$ cat config.mk
export PLATFORM = sky130hd
export DESIGN_NAME = uart_tx
export DESIGN_NICKNAME = d
export VERILOG_FILES = /design/src/rtl/uart_pkg.sv /design/src/rtl/uart_baud_counter.sv /design/src/rtl/uart_tx.sv
export SDC_FILE = /design/constraint.sdc
export NUM_CORES = 1
export LEC_CHECK = 0
export BUFFER_PORTS_ARGS = -buffer_cell sky130_fd_sc_hd__buf_2
export CELL_PAD_IN_SITES_DETAIL_PLACEMENT = 0
export CELL_PAD_IN_SITES_GLOBAL_PLACEMENT = 1
export CORE_UTILIZATION = 46
export CTS_CLUSTER_DIAMETER = 40
export DETAILED_ROUTE_END_ITERATION = 10
export HOLD_SLACK_MARGIN = 0.02
export PLACE_DENSITY = 0.85
export SLEW_MARGIN = 20
export SYNTH_ARGS = -nofsm -noshare
export SYNTH_HDL_FRONTEND = slang
export SYNTH_SLANG_ARGS = --single-unit
$ cat constraint.sdc
create_clock -name clk -period 2 [get_ports clk]
set_input_delay 0.4 -clock clk [delete_from_list [all_inputs] [get_ports clk]]
set_output_delay 0.4 -clock clk [all_outputs]
set_load 0.02 [all_outputs]
$ cat src/rtl/uart_pkg.sv
// -----------------------------------------------------------------------------
// uart_pkg
//
// Shared definitions for the UART transmit path and, later, the receive path.
//
// Contents:
//   DEFAULT_CLKS_PER_BIT  bit period in system clocks (12 MHz / 115200 baud)
//   PARITY_NONE/EVEN/ODD  parity mode selectors for the PARITY parameter
//   tx_state_e            transmitter FSM encoding, also driven on the debug port
//   parity_bit()          parity bit for one data byte in a given mode
// -----------------------------------------------------------------------------
package uart_pkg;

    localparam int DEFAULT_CLKS_PER_BIT = 104;

    localparam int PARITY_NONE = 0;
    localparam int PARITY_EVEN = 1;
    localparam int PARITY_ODD  = 2;

    typedef enum logic [2:0] {
        ST_IDLE   = 3'd0,
        ST_START  = 3'd1,
        ST_DATA   = 3'd2,
        ST_PARITY = 3'd3,
        ST_STOP   = 3'd4
    } tx_state_e;

    // Even parity makes the total count of ones (data + parity) even, so the
    // parity bit is the XOR of the data bits; odd parity is its inverse.
    function automatic logic parity_bit(input logic [7:0] data, input int mode);
        logic p;
        p = ^data;
        return (mode == PARITY_ODD) ? ~p : p;
    endfunction

endpackage

$ cat src/rtl/uart_baud_counter.sv
// -----------------------------------------------------------------------------
// uart_baud_counter
//
// Bit-period timer. Counts 0..CLKS_PER_BIT-1 and wraps to 0 on its own, so
// consecutive bit periods are exactly CLKS_PER_BIT cycles with no drift.
// While restart_i is high the count is held at 0; the first period starts
// in the cycle restart_i drops.
//
// Ports:
//   clk        in   system clock
//   rst        in   asynchronous active-low reset
//   restart_i  in   hold the timer at count 0 (no ticks while high)
//   tick_o     out  high in the last cycle of each bit period
//                   (count == CLKS_PER_BIT-1)
// -----------------------------------------------------------------------------
module uart_baud_counter
    import uart_pkg::*;
#(
    parameter int CLKS_PER_BIT = DEFAULT_CLKS_PER_BIT
) (
    input  logic clk,
    input  logic rst,
    input  logic restart_i,
    output logic tick_o
);

    localparam int CNT_W = $clog2(CLKS_PER_BIT);
    localparam logic [CNT_W-1:0] CNT_LAST = CNT_W'(CLKS_PER_BIT - 1);

    logic [CNT_W-1:0] cnt_q;
    logic [CNT_W-1:0] cnt_d;

    assign tick_o = !restart_i && (cnt_q == CNT_LAST);

    always_comb begin
        cnt_d = cnt_q + 1'b1;
        if (restart_i || tick_o) begin
            cnt_d = '0;
        end
    end

    always_ff @(posedge clk or negedge rst) begin
        if (!rst) begin
            cnt_q <= '0;
        end else begin
            cnt_q <= cnt_d;
        end
    end

endmodule

$ cat src/rtl/uart_tx.sv
// -----------------------------------------------------------------------------
// uart_tx
//
// 8-bit asynchronous serial transmitter: idle-high line, one start bit, eight
// data bits LSB first, optional even/odd parity, one or two stop bits.
// A one-entry holding register in front of the shift register lets the next
// byte be accepted while the current frame is still on the line, so frames
// can run back-to-back with no idle cycles in between.
//
// Parameters:
//   CLKS_PER_BIT  clocks per bit period, 2..255
//   PARITY        PARITY_NONE (0), PARITY_EVEN (1), PARITY_ODD (2)
//   STOP_BITS     1 or 2
//
// Ports:
//   clk          in   system clock
//   rst          in   asynchronous active-low reset
//   data_in      in   byte to send
//   data_valid   in   producer has a byte on data_in
//   data_ready   out  holding register empty
//   tx           out  serial line, registered, idle high
//   busy         out  high from first start-bit cycle to last stop-bit cycle
//   tx_done      out  one-cycle pulse in the last cycle of the final stop bit
//   dbg_state_o  out  current FSM state
//
// Handshake: a byte transfers on every rising clk edge where data_valid and
// data_ready are both high. data_ready is a registered flag (holding register
// empty) and never depends combinationally on data_valid. While data_ready is
// low the producer must keep data_valid and data_in stable; nothing is
// captured and a held byte is never overwritten.
//
// Timing: tx, busy and tx_done are registered from the current FSM state, so
// the line trails the state register by one cycle. A byte accepted at edge N
// into an idle transmitter is loaded at edge N+1 and the start bit appears on
// tx from edge N+2.
// -----------------------------------------------------------------------------
module uart_tx
    import uart_pkg::*;
#(
    parameter int CLKS_PER_BIT = DEFAULT_CLKS_PER_BIT,
    parameter int PARITY       = PARITY_NONE,
    parameter int STOP_BITS    = 1
) (
    input  logic       clk,
    input  logic       rst,
    input  logic [7:0] data_in,
    input  logic       data_valid,
    output logic       data_ready,
    output logic       tx,
    output logic       busy,
    output logic       tx_done,
    output tx_state_e  dbg_state_o
);

    // ------------------------------------------------------------------
    // Elaboration-time parameter checks
    // ------------------------------------------------------------------
    if (PARITY < PARITY_NONE || PARITY > PARITY_ODD) begin : g_bad_parity
        $error("uart_tx: PARITY must be 0 (none), 1 (even) or 2 (odd)");
    end
    if (STOP_BITS < 1 || STOP_BITS > 2) begin : g_bad_stop_bits
        $error("uart_tx: STOP_BITS must be 1 or 2");
    end
    if (CLKS_PER_BIT < 2 || CLKS_PER_BIT > 255) begin : g_bad_clks_per_bit
        $error("uart_tx: CLKS_PER_BIT must be in 2..255");
    end

    localparam bit         HAS_PARITY = (PARITY != PARITY_NONE);
    localparam logic [2:0] LAST_STOP  = 3'(STOP_BITS - 1);

    // ------------------------------------------------------------------
    // State
    // ------------------------------------------------------------------
    tx_state_e  state_q,     state_d;
    logic [7:0] shift_q,     shift_d;
    logic [7:0] hold_q,      hold_d;
    logic       hold_full_q, hold_full_d;
    // Indexes data bits in DATA and stop bits in STOP.
    logic [2:0] bit_idx_q,   bit_idx_d;
    logic       tx_q,        tx_d;
    logic       busy_q,      busy_d;
    logic       done_q,      done_d;

    logic accept;
    logic load;
    logic tick;

    assign accept = data_valid && !hold_full_q;

    // ------------------------------------------------------------------
    // Bit timer: held at 0 while idle, free-running through a frame and
    // across back-to-back frames, wrapping at every bit boundary.
    // ------------------------------------------------------------------
    uart_baud_counter #(
        .CLKS_PER_BIT (CLKS_PER_BIT)
    ) u_baud (
        .clk       (clk),
        .rst       (rst),
        .restart_i (state_q == ST_IDLE),
        .tick_o    (tick)
    );

    // ------------------------------------------------------------------
    // Next-state / output logic
    // ------------------------------------------------------------------
    always_comb begin
        state_d     = state_q;
        shift_d     = shift_q;
        hold_d      = hold_q;
        hold_full_d = hold_full_q;
        bit_idx_d   = bit_idx_q;
        tx_d        = 1'b1;
        busy_d      = 1'b1;
        done_d      = 1'b0;
        load        = 1'b0;

        case (state_q)
            ST_IDLE: begin
                busy_d = 1'b0;
                if (hold_full_q) begin
                    load = 1'b1;
                end
            end

            ST_START: begin
                tx_d = 1'b0;
                if (tick) begin
                    state_d   = ST_DATA;
                    bit_idx_d = 3'd0;
                end
            end

            ST_DATA: begin
                tx_d = shift_q[bit_idx_q];
                if (tick) begin
                    if (bit_idx_q == 3'd7) begin
                        bit_idx_d = 3'd0;
                        state_d   = HAS_PARITY ? ST_PARITY : ST_STOP;
                    end else begin
                        bit_idx_d = bit_idx_q + 1'b1;
                    end
                end
            end

            ST_PARITY: begin
                tx_d = parity_bit(shift_q, PARITY);
                if (tick) begin
                    bit_idx_d = 3'd0;
                    state_d   = ST_STOP;
                end
            end

            ST_STOP: begin
                tx_d = 1'b1;
                if (tick) begin
                    if (bit_idx_q == LAST_STOP) begin
                        done_d = 1'b1;
                        // A waiting byte goes straight into the next start
                        // bit so back-to-back frames have no idle gap.
                        if (hold_full_q) begin
                            load = 1'b1;
                        end else begin
                            state_d = ST_IDLE;
                        end
                    end else begin
                        bit_idx_d = bit_idx_q + 1'b1;
                    end
                end
            end

            default: begin
                state_d = ST_IDLE;
            end
        endcase

        if (load) begin
            shift_d     = hold_q;
            hold_full_d = 1'b0;
            bit_idx_d   = 3'd0;
            state_d     = ST_START;
        end

        // Refill wins over the load's clear so the holding register stays
        // full when a load and a new accept land on the same edge.
        if (accept) begin
            hold_d      = data_in;
            hold_full_d = 1'b1;
        end
    end

    // ------------------------------------------------------------------
    // Registers
    // ------------------------------------------------------------------
    always_ff @(posedge clk or negedge rst) begin
        if (!rst) begin
            state_q     <= ST_IDLE;
            shift_q     <= '0;
            hold_q      <= '0;
            hold_full_q <= 1'b0;
            bit_idx_q   <= '0;
            tx_q        <= 1'b1;
            busy_q      <= 1'b0;
            done_q      <= 1'b0;
        end else begin
            state_q     <= state_d;
            shift_q     <= shift_d;
            hold_q      <= hold_d;
            hold_full_q <= hold_full_d;
            bit_idx_q   <= bit_idx_d;
            tx_q        <= tx_d;
            busy_q      <= busy_d;
            done_q      <= done_d;
        end
    end

    assign data_ready  = !hold_full_q;
    assign tx          = tx_q;
    assign busy        = busy_q;
    assign tx_done     = done_q;
    assign dbg_state_o = state_q;

endmodule

==> impl_metrics.json <==
{
  "outcome": "complete, no violations",
  "reg2reg_slack_ns": 0.12,
  "slew_headroom_pct": 52.8,
  "drv_slew": 0,
  "htreeDepth": 2,
  "setup_tns_ns": 0,
  "whs_ns": 0.157,
  "dr.first_iter.drc_count": 55,
  "yosysWarnings": 0,
  "chipWidth_um": 62.8,
  "path_class": "register to register",
  "start_util_pct": 49.4,
  "fin_cells": 218,
  "totalWireLength_mm": 3.24,
  "wl_per_cell_um": 14.9,
  "dpl.hpwl_mm": 2.46,
  "worstPathArrival_ns": 2.06,
  "core_area_um2": 3440,
  "cp_max_fo": 5,
  "maxCapViolCount": 0,
  "synth_edf_count": 0,
  "worst_pin_slew_ns": 0.708,
  "fillers": 286,
  "finalSetupViolations": 0,
  "die_h_um": 62.8,
  "path_clk_slew_ns": 0.07,
  "leakage_nw": 0.908,
  "grt_pass1_wl_mm": 5.64,
  "ys_types": 41,
  "grt_pass1_vias": 1269,
  "drive_above_1_share_pct": 37.8,
  "ys_seq_area_share_pct": 48.6,
  "synth_nets": 156,
  "gr-total-overflow": 0,
  "rows": 21,
  "hold_path_class": "primary input to async pin",
  "synth_flop_cell": "dfrtp_1",
  "p_per_area_nw_per_um2": 1360,
  "post-route-drc-count": 0,
  "skew_ns": 0.00481,
  "r2r-start": "u_baud.cnt_q[0]$_DFF_PN0_",
  "max_clock_freq_mhz": 531,
  "root_buffer": "clkbuf_8",
  "synthCells": 141,
  "clock-sinks": 33,
  "period_needed_ns": 1.88,
  "final_common_cell": "dfrtp_1",
  "hold_violations": 0,
  "max_stage_delay_ns": 0.38,
  "cts.path.max_buffers": 2,
  "worstSkewPairLatency_ns": 0.29,
  "cts_tree": "built",
  "dr_total_vias": 1163,
  "required_ns": 2.18,
  "ys_ff_latch": 33,
  "via_per_inst": 5.33,
  "cts_made_buffers": 5,
  "async_reset_ff_share_pct": 100,
  "wl_met3_um": 165,
  "place_inst": 209,
  "path_cells": "ha_1 > and3_2 > nand2_1 > o32ai_4 > mux2_2",
  "path_delay_family": "simple AND/OR/NAND/NOR gates",
  "highest_layer": "met4",
  "area_delta_synth_final_pct": 19.2,
  "avgSynthCellArea_um2": 12.1,
  "routabilityCongestion": 0.835,
  "met2_length_mm": 1.63,
  "synth_area_um2": 1700,
  "track_usage_pct": 18.8,
  "cpMaxStageDelayCell": "mux2_2",
  "holdBufCountCts": 0,
  "die_area_um2": 3950,
  "start_kind": "register",
  "grt_max_degree": 34,
  "final_cell_mix": "32 x dfrtp_1, 17 x buf_2, 11 x mux2_2, 11 x buf_4",
  "port_buffers": 17,
  "diodes": 0,
  "rsz0062_at_grt": "false",
  "crit_start": "u_baud.cnt_q[0]$_DFF_PN0_",
  "max-vdd-ir-drop_uv": 656,
  "firstDrtPassIters": 4,
  "drtAntennaViolNets": 0,
  "num-nets-final": 186,
  "pin_count": 18,
  "timing.final.crit_share_pct": 94.2,
  "met1_length_mm": 1.36,
  "antenna_found_initial": 0,
  "cp-end-kind": "register",
  "path_buf_inv": 0
}
-- layer usage --
| layer | vias up | global-route usage (%) |
|---|---|---|
| met5 | - | 0 |
| met4 | 0 | 10.5 |
| met3 | 11 | 5.47 |
| met2 | 34 | 30.3 |
| met1 | 562 | 22.5 |
| li1 | 556 | - |
-- final timing paths --
| kind | endpoint | cells after the start |
|---|---|---|
| worst max-delay path | bit_idx_q[0]$_DFFE_PN0P_ | 5 |
| worst min-delay path | dbg_state_o[0]$_DFFE_PN0P_ | 1 |
| worst max register to register | bit_idx_q[0]$_DFFE_PN0P_ | 5 |
| worst min register to register | u_baud.cnt_q[0]$_DFF_PN0_ | 1 |
| max in group asynchronous | hold_q[0]$_DFFE_PN0P_ | 1 |
| min in group clk | hold_full_q$_DFFE_PN0P_ | 2 |
-- where the power goes --
part | total [mW] | switching [mW] | leakage, nW | internal [mW]
Sequential | 1.14 | 0.218 | 0.400 | 0.922
Clock | 0.641 | 0.235 | 0.0585 | 0.406
Combinational | 0.981 | 0.420 | 0.449 | 0.561
Total | 2.76 | 0.873 | 0.908 | 1.89
-- synth_stat cells, drive strengths merged (2+ instances only) --
cell type | count | area [um^2]
mux2 | 19 | 244
nand3 | 5 | 30.0
nor2b | 3 | 18.8
nand2 | 9 | 41.3
xnor2 | 9 | 78.8
nor2 | 9 | 33.8
mux2i | 2 | 20.0
ha | 4 | 50.1
dfrtp | 32 | 801
nor3b | 3 | 32.5
o32ai | 2 | 25.0
inv | 5 | 18.8
o21ai | 4 | 20.0
clkbuf | 4 | 15.0
nor3 | 2 | 10.0
and3 | 3 | 20.0
a21oi | 4 | 20.0
xor2 | 2 | 17.5
nand2b | 5 | 33.8
-- worst reg2reg max path, delay by kind of cell (launching register included) --
kind,cells,cell delay (ns)
simple gates,2,0.39
mux,1,0.38
flops,1,0.37
fa+ha+maj,1,0.27
compound gates,1,0.36
-- stage by stage --
step	utilization (%)	setup WS (ns)	power (mW)	area (um^2)
final	58.9	0.116	2.76	2030
after global routing	58.9	0.000173	2.93	2030
after CTS	58.4	0.0577	2.77	2010
after global placement	55.0	0.113	2.06	1890
after floorplan	-	0.191	1.88	1700
after detailed placement	55.0	0.0756	2.13	1890
-- area by class of cell --
type	instances	area (um^2)	share of cell area (%)
clock inverters	1	30.0	1.48
inverters	5	18.8	0.925
multi-input cells	98	841	41.5
clock buffers	7	86.3	4.26
well taps	46	57.6	2.84
repair buffers	28	168	8.27
flip-flops and latches	33	827	40.8
-- cell families (layout without fill, tap and decap cells) --
group	after synthesis	count (layout)	share of synthesized area (%)
and+or+nand+nor	43	43	14.5
DFF	33	33	48.6
muxes	22	22	16.8
AOI/OAI and AO/OA	18	18	8.83
xor gates and xnor gates	11	11	5.66
buffers and inverters	10	41	2.65
adders and majority gates	4	4	2.94
-- registers in the layout, indices dropped and copies added, names as in the netlist --
signal,count
hold_q,8
hold_full_q,1
u_baud.cnt_q,7
dbg_state_o,3
busy,1
tx_done,1
tx,1
shift_q,8
bit_idx_q,3
-- timing repair --
item,CTS,global route
resized for setup,0,1
buffers inserted,0,1
endpoints found under the setup margin,0,9
(Power assumes the default switching activity.)
